==> src/rtl/secure_keystore_pkg.sv <==
`default_nettype none
// +------------------------------------------------------------------------+
// | secure_keystore_pkg: shared constants, reset key image and FSM states   |
// | for secure_keystore. Optional feature macro: SECURE_KEYSTORE_PARITY_EN  |
// | Revision: 1.0                                                          |
// +------------------------------------------------------------------------+
package secure_keystore_pkg;

  localparam int SECURE_MEMORY_WIDTH  = 256;
  localparam int SECURE_MEMORY_LENGTH = 8;
  localparam int KEY_IDX_W            = $clog2(SECURE_MEMORY_LENGTH);

  typedef enum logic [0:0] {
    ST_IDLE = 1'b0,
    ST_ZERO = 1'b1
  } ks_state_e;

  // Entry i holds the byte (0x0F + 0x10*i) replicated across the word.
  localparam logic [SECURE_MEMORY_LENGTH-1:0][SECURE_MEMORY_WIDTH-1:0] KEY_INIT = {
    {32{8'h7F}}, {32{8'h6F}}, {32{8'h5F}}, {32{8'h4F}},
    {32{8'h3F}}, {32{8'h2F}}, {32{8'h1F}}, {32{8'h0F}}
  };

  // Top entry ships locked.
  localparam logic [SECURE_MEMORY_LENGTH-1:0] LOCK_INIT = 8'h80;

endpackage
`default_nettype wire

==> src/rtl/secure_keystore.sv <==
`default_nettype none
// +------------------------------------------------------------------------+
// | secure_keystore: lockable key register array with zeroize sequencer.   |
// | Optional per-entry even parity via SECURE_KEYSTORE_PARITY_EN.          |
// | Revision: 1.0                                                          |
// +------------------------------------------------------------------------+
module secure_keystore
  import secure_keystore_pkg::*;
#(
  parameter int WIDTH  = SECURE_MEMORY_WIDTH,
  parameter int LENGTH = SECURE_MEMORY_LENGTH
) (
  input  logic                      clk,
  input  logic                      rst_n,
  input  logic                      req_valid,
  output logic                      req_ready,
  input  logic                      req_we,
  input  logic [$clog2(LENGTH)-1:0] req_addr,
  input  logic [WIDTH-1:0]          req_wdata,
  input  logic                      req_lock,
  input  logic                      zeroize,
  output logic [WIDTH-1:0]          rd_data,
  output logic                      rd_valid,
  output logic                      err,
  output logic                      busy
);

  localparam int ADDR_W = $clog2(LENGTH);

  // Entries beyond the package image reset to zero / unlocked.
  function automatic logic [WIDTH-1:0] init_entry(input int idx);
    logic [SECURE_MEMORY_WIDTH-1:0] k;
    k = '0;
    if (idx < SECURE_MEMORY_LENGTH) k = KEY_INIT[KEY_IDX_W'(idx)];
    return WIDTH'(k);
  endfunction

  function automatic logic init_lock(input int idx);
    logic l;
    l = 1'b0;
    if (idx < SECURE_MEMORY_LENGTH) l = LOCK_INIT[KEY_IDX_W'(idx)];
    return l;
  endfunction

  ks_state_e          state_q, state_d;
  logic [ADDR_W-1:0]  cnt_q, cnt_d;
  logic [WIDTH-1:0]   mem_q [LENGTH];
  logic [WIDTH-1:0]   mem_d [LENGTH];
  logic [LENGTH-1:0]  lock_q, lock_d;
  logic [WIDTH-1:0]   rd_data_q, rd_data_d;
  logic               rd_valid_q, rd_valid_d;
  logic               err_q, err_d;
  logic               addr_ok;
`ifdef SECURE_KEYSTORE_PARITY_EN
  logic [LENGTH-1:0]  par_q, par_d;
  logic               par_bad;
`endif

  assign req_ready = (state_q == ST_IDLE) & ~zeroize;
  assign busy      = (state_q == ST_ZERO);
  assign rd_data   = rd_data_q;
  assign rd_valid  = rd_valid_q;
  assign err       = err_q;
  assign addr_ok   = 32'(req_addr) < LENGTH;
`ifdef SECURE_KEYSTORE_PARITY_EN
  assign par_bad   = (^mem_q[req_addr]) != par_q[req_addr];
`endif

  always_comb begin
    state_d    = state_q;
    cnt_d      = cnt_q;
    mem_d      = mem_q;
    lock_d     = lock_q;
    rd_data_d  = '0;
    rd_valid_d = 1'b0;
    err_d      = 1'b0;
`ifdef SECURE_KEYSTORE_PARITY_EN
    par_d      = par_q;
`endif
    case (state_q)
      ST_IDLE: begin
        // zeroize wins over a same-cycle request (req_ready is low then)
        if (zeroize) begin
          state_d = ST_ZERO;
          cnt_d   = '0;
        end else if (req_valid) begin
          if (!addr_ok) begin
            err_d = 1'b1;
          end else if (req_we) begin
            if (lock_q[req_addr]) begin
              err_d = 1'b1;
            end else begin
              mem_d[req_addr]  = req_wdata;
              lock_d[req_addr] = req_lock;
`ifdef SECURE_KEYSTORE_PARITY_EN
              par_d[req_addr]  = ^req_wdata;
`endif
            end
          end else begin
            rd_valid_d = 1'b1;
            rd_data_d  = mem_q[req_addr];
`ifdef SECURE_KEYSTORE_PARITY_EN
            if (par_bad) begin
              rd_data_d = '0;
              err_d     = 1'b1;
            end
`endif
          end
        end
      end
      ST_ZERO: begin
        mem_d[cnt_q]  = '0;
        lock_d[cnt_q] = 1'b0;
`ifdef SECURE_KEYSTORE_PARITY_EN
        par_d[cnt_q]  = 1'b0;
`endif
        if (cnt_q == ADDR_W'(LENGTH - 1)) begin
          state_d = ST_IDLE;
          cnt_d   = '0;
        end else begin
          cnt_d = cnt_q + ADDR_W'(1);
        end
      end
      default: state_d = ST_IDLE;
    endcase
  end

  always_ff @(posedge clk or negedge rst_n) begin
    if (!rst_n) begin
      state_q    <= ST_IDLE;
      cnt_q      <= '0;
      rd_data_q  <= '0;
      rd_valid_q <= 1'b0;
      err_q      <= 1'b0;
      for (int i = 0; i < LENGTH; i++) begin
        mem_q[ADDR_W'(i)]  <= init_entry(i);
        lock_q[ADDR_W'(i)] <= init_lock(i);
`ifdef SECURE_KEYSTORE_PARITY_EN
        par_q[ADDR_W'(i)]  <= ^init_entry(i);
`endif
      end
    end else begin
      state_q    <= state_d;
      cnt_q      <= cnt_d;
      mem_q      <= mem_d;
      lock_q     <= lock_d;
      rd_data_q  <= rd_data_d;
      rd_valid_q <= rd_valid_d;
      err_q      <= err_d;
`ifdef SECURE_KEYSTORE_PARITY_EN
      par_q      <= par_d;
`endif
    end
  end

endmodule
`default_nettype wire

==> config.mk <==
export PLATFORM = sky130hd
export DESIGN_NAME = secure_keystore
export DESIGN_NICKNAME = d
export VERILOG_FILES = /design/src/rtl/secure_keystore_pkg.sv /design/src/rtl/secure_keystore.sv
export SDC_FILE = /design/constraint.sdc
export NUM_CORES = 2
export LEC_CHECK = 0
export ABC_CLOCK_PERIOD_IN_PS = 39500
export CORE_UTILIZATION = 55
export CTS_BUF_LIST = sky130_fd_sc_hd__clkbuf_2 sky130_fd_sc_hd__clkbuf_4 sky130_fd_sc_hd__clkbuf_8
export DETAILED_ROUTE_END_ITERATION = 6
export HOLD_SLACK_MARGIN = 0.15
export PLACE_DENSITY_LB_ADDON = 0.12
export SLEW_MARGIN = 20
export SYNTH_ARGS = -nofsm -noshare
export SYNTH_HDL_FRONTEND = slang
export SYNTH_SLANG_ARGS = --single-unit
==> constraint.sdc <==
create_clock -name clk -period 39.5 [get_ports clk]
set_input_delay 7.9 -clock clk [delete_from_list [all_inputs] [get_ports clk]]
set_output_delay 7.9 -clock clk [all_outputs]
set_load 0.05 [all_outputs]
==> reports/qor.yml <==
grt_pass1_vias: 86180
worst-setup-path-type: "input port to primary output"
final.setup.tns_ns: 0
critPathMaxFanout: 6
power_density_nw_per_um2: 74.69
route.detailed.drc: 0
die_h_um: 443.5
initial_core_util_pct: 55.54
core_area_sq_um: 193000
io_pins: 525
hold_violations: 0
ys_warn_count: 0
syn_inst: 8687
dp.cells: 10980
clk_pin_slew_ns: 0.06
grt_use_total_pct: 36.87
area_growth_pct: 13.76
fmax_ghz: 0.05708
worstPathArrival_ns: 9.62
cts.root.buffer_cell: "clkbuf_8"
worstPathRequired_ns: 31.60
ctsHoldBuffers: 0
syn_avg_cell_area_sq_um: 12.34
ant_nets: 0
post-route-min-period_ns: 17.52
clock-sinks: 2318
fin_cells: 11710
dp_hpwl_um: 178700
skew_ns: 0.08196
finalNetCount: 9116
fillers: 14810
gr-total-overflow: 0
yosysSeqAreaShare_pct: 59.66
antenna_found_initial: 14
multiInputGateArea_sq_um: 38550
h-tree-depth: 5
layout_commonest_cell: "a22o_1"
dieArea_sq_um: 196700
worstMarginPinSlew_ns: 1.163
clockBufferDepth: 4
finalInstanceArea_sq_um: 121900
cts_tree: "built"
cts_buffers: 397
syn_area_sq_um: 107200
min_path_type: "flip-flop to flip-flop"
outcome: "completed"
slowest_delay_ns: 0.89
maxCapViolations: 0
drt-initial-drc-count: 10120
setup_viol: 0
syn-num-nets: 8954
wire_per_inst_um: 31.69
mostFrequentLayoutCells: "a22o_1, edfxtp_1, a22oi_1"
grt_setup_unrepaired: "false"
end_kind: "primary output"
grt_pass1_wl_um: 554800
cts_setup_buffers: 0
critPathMostFrequentCell: "clkdlybuf4s50_1"
drv_slew: 0
slowest_stage: "clkdlybuf4s50_1"
ir_drop_mv: 0.1016
via_count: 85040
wl_um: 371200
dp_slack_ns: 22.00
drt-vias-per-instance: 7.260
drt-pass1-iter-count: 6
leakagePower_nw: 45.76
crit_chain: "clkdlybuf4s50_1 > nor2_1 > clkdlybuf4s50_1"
worstSetupStartpointType: "input port"
gp_congestion: 0.8210
synth_cell_types: 39
drive_above_1_share_pct: 16.55
setup_ws_ns: 21.98
placed_area_sq_um: 113400
synth-seq-cells: 2318
fp.dieW_um: 443.5
regArea_sq_um: 63960
grt_max_degree: 181
clock_latency_ns: 1.14
holdPathStages: 2
row_count: 161
cts.repair.resized: 0
io_buffers: 524
relSlewSlack_pct: 22.46
rr_worst_depth: 6
final_util_pct: 63.19
fin_crit_sh_pct: 44.35
## cells by family after synthesis
group / share of synthesized area, %
fa+ha+maj: 0.02334
flops: 59.66
buf+inv: 4.599
simple gates: 5.918
compound gates: 24.98
mux: 4.818
## cell usage after synthesis
library cell     n  area, sq um
a31oi_1          7        43.79
o31ai_1          5        37.54
edfxtp_1      1028        30870
inv_2            1        3.750
a221o_1        512         5125
ha_1             2        25.02
inv_1          259        972.2
dfstp_2        640        16820
a21oi_1        518         2592
nor4b_1          2        17.52
nor4bb_1         1        10.01
and3b_1          4        35.03
o211a_1          1        10.01
or2_2            1        6.260
and2_1           2        12.51
nand2_1        516         1937
nor3b_1          1        7.510
nand3b_1         2        15.01
nor2b_1          2        12.51
nand4bb_1        1        11.26
a22o_1        1030         9021
nor2_1         259        972.2
nor3b_2          2        25.02
mux2i_1        516         5165
nand2b_1       514         3216
buf_2          310         1551
nor3_2           1        10.01
o21ai_0          1        5.000
clkbuf_1       507         1903
a22oi_1       1024         7687
nand3_1          5        25.02
and3_1           1        6.260
or4b_2           1        10.01
dfrtp_1        650        16270
o22ai_1          2        12.51
buf_4           31        232.7
nor4b_2          1        15.01
buf_1           71        266.5
a41oi_1        256         2242
## critical path: cells and delay by family
family	cells	cell delay [ns]
buf+inv	2	1.34
simple gates	1	0.37
## power breakdown
group          leakage (nW)  switching (W)  internal, W
clock                  4.52        0.00102      0.00132
combinational          15.4        0.00172     0.000928
sequential             25.9       0.000466      0.00365
## per-stage QoR
stage               power, W  hold WS [ns]
global route        0.009405        0.4777
finish              0.009107        0.4698
global placement    0.006593        0.4571
CTS                 0.009036        0.4709
floorplan           0.005843        0.4506
detailed placement  0.006686        0.4605
## registers in the layout (all words and copies together), names as in the netlist
register and flops:
busy 1, cnt_q 3, err 1, lock_q 8, mem_q 2048, rd_data 256, rd_valid 1
## final cells by class
cell class | instances | share of cell area, %
clock buffer | 631 | 6.301
clock inverter | 92 | 0.6608
tap | 2526 | 2.592
sequential | 2318 | 52.45
multi-input combinational | 5190 | 31.61
antenna | 14 | 0.02873
timing repair buffer | 682 | 5.555
inverter | 260 | 0.8003
## path summary, 6_finish.rpt
kind | from | to | slack (ns)
setup / recovery | zeroize | req_ready | 21.98
hold / removal | mem_q[1787] | mem_q[1787] | 0.47
setup reg to reg | busy | mem_q[95] | 34.14
hold reg to reg | mem_q[1787] | mem_q[1787] | 0.47
max in group asynchronous | rst_n | mem_q[1631] | 28.18
min in group asynchronous | rst_n | mem_q[1759] | 6.64
## metal layers
layer | vias to the layer above | track usage, % | share of wire, %
li1 | 34260 | - | -
met1 | 43210 | 49.13 | 38
met2 | 6302 | 56.44 | 45
met3 | 1256 | 6.686 | 11
met4 | 12 | 22.27 | 6.4
met5 | - | 0 | 0.020
Note: power is estimated with default switching activity, not from simulation.
